===== src/rtl/mmio_port_responder.sv =====
// Memory-mapped port responder: PortOut register, synchronised/filtered PortIn, change-capture FIFO.
// Optional input debounce filter enabled with `define PORT_DEBOUNCE_EN.
module mmio_port_responder #(
  parameter logic [31:0] BASE_ADDR       = 32'h1001_0400,
  parameter int unsigned FIFO_DEPTH      = 4,
  parameter int unsigned DEBOUNCE_CYCLES = 4
) (
  input  logic        clk,
  input  logic        reset,
  input  logic [31:0] Address,
  input  logic [31:0] WriteData,
  input  logic        MemWrite,
  input  logic        MemRead,
  output logic [31:0] ReadData,
  output logic        Hit,
  input  logic [7:0]  PortIn,
  output logic [31:0] PortOut,
  output logic        DataAvail
);

  localparam int unsigned AW = $clog2(FIFO_DEPTH);

  logic [7:0]    s1, s2, filt, prev;
  logic [7:0]    mem [FIFO_DEPTH];
  logic [AW-1:0] wrPtr, rdPtr;
  logic [AW:0]   count, countNext;
  logic          ovf;
  logic          empty, full;
  logic [1:0]    offset;
  logic          rdHit, doPop, doPush, change, ovfSet, ovfClr;
  logic [31:0]   countWide;
  logic [2:0]    count3;
  logic          unusedBits;

  assign Hit       = (Address[31:4] == BASE_ADDR[31:4]);
  assign offset    = Address[3:2];
  assign empty     = (count == '0);
  assign full      = (count == (AW+1)'(FIFO_DEPTH));
  assign rdHit     = MemRead & Hit;
  assign change    = (filt != prev);
  assign doPop     = rdHit && (offset == 2'd3) && !empty;
  // A pop in the same cycle frees the slot, so a full FIFO still accepts the push.
  assign doPush    = change && (!full || doPop);
  assign ovfSet    = change && full && !doPop;
  assign ovfClr    = rdHit && (offset == 2'd2);
  assign countWide = 32'(count);
  assign count3    = (countWide > 32'd7) ? 3'd7 : countWide[2:0];
  assign unusedBits = ^{Address[1:0], (DEBOUNCE_CYCLES != 0)};

  always_comb begin
    countNext = count;
    if (doPush && !doPop)      countNext = count + 1'b1;
    else if (doPop && !doPush) countNext = count - 1'b1;
  end

  always_comb begin
    ReadData = '0;
    if (Hit) begin
      case (offset)
        2'd0:    ReadData = PortOut;
        2'd1:    ReadData = {24'b0, filt};
        2'd2:    ReadData = {25'b0, count3, 1'b0, ovf, full, !empty};
        default: ReadData = empty ? '0 : {24'b0, mem[rdPtr]};
      endcase
    end
  end

  always_ff @(posedge clk) begin
    if (reset) begin
      s1   <= '0;
      s2   <= '0;
      prev <= '0;
    end else begin
      s1   <= PortIn;
      s2   <= s1;
      prev <= filt;
    end
  end

`ifdef PORT_DEBOUNCE_EN
  logic [7:0]                         cand;
  logic [$clog2(DEBOUNCE_CYCLES+1):0] dbCnt;

  // filt follows s2 only after DEBOUNCE_CYCLES consecutive edges on the same candidate.
  always_ff @(posedge clk) begin
    if (reset) begin
      cand  <= '0;
      dbCnt <= '0;
      filt  <= '0;
    end else if (s2 != cand) begin
      cand  <= s2;
      dbCnt <= '0;
    end else if (32'(dbCnt) == DEBOUNCE_CYCLES - 1) begin
      filt  <= cand;
    end else begin
      dbCnt <= dbCnt + 1'b1;
    end
  end
`else
  always_ff @(posedge clk) begin
    if (reset) filt <= '0;
    else       filt <= s2;
  end
`endif

  always_ff @(posedge clk) begin
    if (doPush) mem[wrPtr] <= filt;
  end

  always_ff @(posedge clk) begin
    if (reset) begin
      PortOut   <= '0;
      wrPtr     <= '0;
      rdPtr     <= '0;
      count     <= '0;
      ovf       <= 1'b0;
      DataAvail <= 1'b0;
    end else begin
      if (MemWrite && Hit && (offset == 2'd0)) PortOut <= WriteData;
      if (doPush) wrPtr <= wrPtr + 1'b1;
      if (doPop)  rdPtr <= rdPtr + 1'b1;
      count     <= countNext;
      DataAvail <= (countNext != '0);
      if (ovfSet)      ovf <= 1'b1;
      else if (ovfClr) ovf <= 1'b0;
    end
  end

endmodule

===== config.mk =====
export PLATFORM = sky130hd
export DESIGN_NAME = mmio_port_responder
export DESIGN_NICKNAME = d
export VERILOG_FILES = /design/src/rtl/mmio_port_responder.sv
export SDC_FILE = /design/constraint.sdc
export NUM_CORES = 1
export LEC_CHECK = 0
export ABC_AREA = 1
export CORE_ASPECT_RATIO = 1.4
export CORE_UTILIZATION = 51
export CTS_BUF_LIST = sky130_fd_sc_hd__clkbuf_2 sky130_fd_sc_hd__clkbuf_4 sky130_fd_sc_hd__clkbuf_8
export CTS_CLUSTER_SIZE = 40
export DETAILED_ROUTE_END_ITERATION = 8
export PLACE_DENSITY_LB_ADDON = 0.05
export SYNTH_ARGS = -nofsm -noshare
export SYNTH_HDL_FRONTEND = slang
export SYNTH_SLANG_ARGS = --single-unit

===== constraint.sdc =====
create_clock -name clk -period 5.5 [get_ports clk]
set_input_delay 1.65 -clock clk [delete_from_list [all_inputs] [get_ports clk]]
set_output_delay 1.65 -clock clk [all_outputs]
set_load 0.05 [all_outputs]

==> results.yml <==
outcome:
  status: "complete, but fails checks"
  violations: "design-rule violations"
cts:
  cts.clk_slew.worst_paths_ps: 100
  clock-sinks: 107
  htreeDepth: 3
  cts_max_path_buffers: 2
  post_cts_resized: 0
  cts_tree: "built"
  insertion_delay_ps: 380
  post_cts_buffers: 0
  cts_hold_buf: 0
  cts_made_buffers: 9
  root_buffer: "clkbuf_8"
logic_synthesis:
  synth_edf_count: 32
  synth-compound-area-share_pct: 11.1
  netlist_instances: 597
  synthAdderAreaFrac_pct: 2.04
  synth_seq_cells: 107
  synth_mux_area_share_pct: 0
  synthXorXnorAreaFrac_pct: 1.43
  avgSynthCellArea_um2: 8.23
  synth_simple_gate_area_share_pct: 25.6
  synth-warning-count: 0
  synth_nets: 681
  synth-seq-area-share_pct: 50.1
  ys.flop_type: "dfxtp_1"
  synth_top_family_by_area: "simple AND/OR/NAND/NOR gates"
  synth.distinct_cells: 31
  syn_area_um2: 4910
  async_reset_ff_share_pct: 0
timing:
  fmax_mhz: 192
  rsz0062_at_grt: "no"
  setup_viol: 0
  fin_crit_ps: 5220
  slew_violations: 0
  tightest_slew_ps: 796
  relSlewSlack_pct: 46.7
  fin_skew_ps: 10.6
  timing.setup.tns_ps: 0
  hold_viol_final: 0
  period_share_pct: 94.9
  hold-worst-slack_ps: 406
setup_path:
  crit_fanout: 10
  cpMaxStageDelayCell: "clkdlybuf4s50_1"
  cp_num_buf_inv: 2
  r2r_slack_ps: 2870
  path_class: "in2out"
  crit_family: "buffers and inverters"
  r2r-start: "count[0]"
  path_depth: 5
  end_kind: "output port"
  crit_chain: "clkdlybuf4s50_1, nor2_2, nand2_1, a221oi_1, buf_12"
  cp-start-kind: "input port"
  worstPathRequired_ps: 3850
  r2r-end: "mem[2][4]"
  rr_worst_depth: 7
  critical_path_arrival_ps: 3570
  critPathMaxStageDelay_ps: 610
global_route:
  grt_max_degree: 41
  gr-usage-met2_pct: 43.6
  top_usage_layer: "met2"
  antenna_found_initial: 0
  first_global_vias: 4089
  grtUsageTotal_pct: 24.5
  grt.met3_usage_pct: 5.75
  overflow: 0
  grt_pass1_wl_um: 19100
  use_met1_pct: 27.2
hold_path:
  min_to: "filt[3]"
  hp-class: "reg2reg"
  hold_start: "s2[3]"
  min_path_cells: 2
pwr:
  power_frac_comb_pct: 14.9
  clock_power_share_pct: 30.5
  leakage_nw: 2.70
  switching_share_pct: 27.0
  finalPower_w: 0.00162
  pwr-share-seq_pct: 54.5
  p_switching_w: 0.000438
  ir_drop_uv: 152
  intPower_w: 0.00118
  power.density_nw_per_um2: 236
floorplanning:
  core_um2: 9410
  start_util_pct: 52.2
  pin_count: 142
  core.rowCount: 42
  die-area_um2: 10000
  fp.dieW_um: 84.9
  fp.dieH_um: 118
routing:
  viasPerCell: 5.01
  num_vias: 4232
  drtAntennaViolNets: 0
  drt_wl_total_um: 11800
  firstDrtPassIters: 8
  drt_iter0_markers: 245
  routedWlPerCell_um: 14.0
  drc_errors: 6
layout:
  antenna_cells: 0
  areaGrowthSynthToFinish_pct: 39.6
  nets: 813
  drive_gt1_share_pct: 18.0
  final_common_cell: "nand2_1"
  final_cell_mix: "nand2_1, clkdlybuf4s50_1, nor2_1, inv_1, dfxtp_1"
place:
  dp_hpwl_um: 8590
  gp_congestion: 0.835
  io_buffer_count: 139
run:
  maxCapViolCount: 0
[worst max path at each step]
stage	endpoint	slack (ps)	from
after floorplan	ReadData[3]	120	Address[27]
after global placement	ReadData[5]	340	Address[3]
after detailed placement	ReadData[6]	300	Address[3]
after CTS	ReadData[6]	290	Address[3]
after global routing	ReadData[4]	110	Address[2]
final	ReadData[6]	280	Address[3]
[cells by family after synthesis]
group                    after synthesis
AND/OR/NAND/NOR                      284
adder cells (fa/ha/maj)                8
XOR/XNOR                               8
flip-flops                           107
buffers and inverters                113
AO/OA/AOI/OAI                         77
[stage by stage]
step | std cells | instance area, µm² | util (%) | setup WS (ps)
final | 844 | 6860 | 72.9 | 282
after floorplan | 597 | 4910 | - | 123
after detailed placement | 828 | 6660 | 70.8 | 296
after CTS | 844 | 6860 | 72.9 | 289
after global routing | 844 | 6860 | 72.9 | 112
after global placement | 828 | 6660 | 70.8 | 341
[worst reg2reg max path, stage by stage, from the launching register on]
cell and delay (ps):
dfxtp_1 420, inv_1 110, ha_1 230, nand2_1 320, nand2_1 170, nor2_2 250
o21ai_2 150, nor2_1 630
[per-layer routing]
layer,part of all wire [%],routed length (µm),up-vias
met5,0,0,-
met4,3.3,391,0
met3,4.9,584,29
met2,52,6170,142
met1,40,4670,1941
li1,-,-,2120
[area by class of cell]
type	instances	area, µm²
flip-flops and latches	107	2460
clock inverters	6	68.8
repair buffers	146	1760
inverters	88	333
well taps	110	138
clock buffers	10	131
fillers	693	2550
multi-input cells	377	1970
[cells in the mapped netlist, types with 2 or more instances]
master,n,area [µm²]
xor2_1,8,70.1
buf_2,4,20.0
inv_1,83,312
nor2_1,94,353
nand2_1,121,454
edfxtp_1,32,961
ha_1,8,100
nand3_1,27,135
clkbuf_1,17,63.8
inv_2,4,15.0
a211oi_1,2,15.0
buf_12,3,60.1
nand2_2,32,200
a221oi_1,9,78.8
a21oi_2,30,263
dfxtp_1,75,1500
a21oi_1,20,100
nand3_4,2,35.0
o21ai_0,13,65.1
nor2_2,2,12.5
[sequential cells by signal, indices dropped and copies added, names as in the netlist, named ones only]
register / cells
PortOut: 32
mem: 32
filt: 8
prev: 8
s1: 8
s2: 8
count: 3
rdPtr: 2
wrPtr: 2
DataAvail: 1
ovf: 1
[power groups by stage]
stage	clock network, W	logic, W	registers, W
6_report	0.000495	0.000242	0.000884
3_3_place_gp	0	0.000234	0.000900
2_1_floorplan	0	0.000130	0.000906
3_5_place_dp	0	0.000242	0.000902
4_1_cts	0.000499	0.000243	0.000884
5_1_grt	0.000533	0.000271	0.000888
No activity file was read; power rests on OpenSTA's default activity.
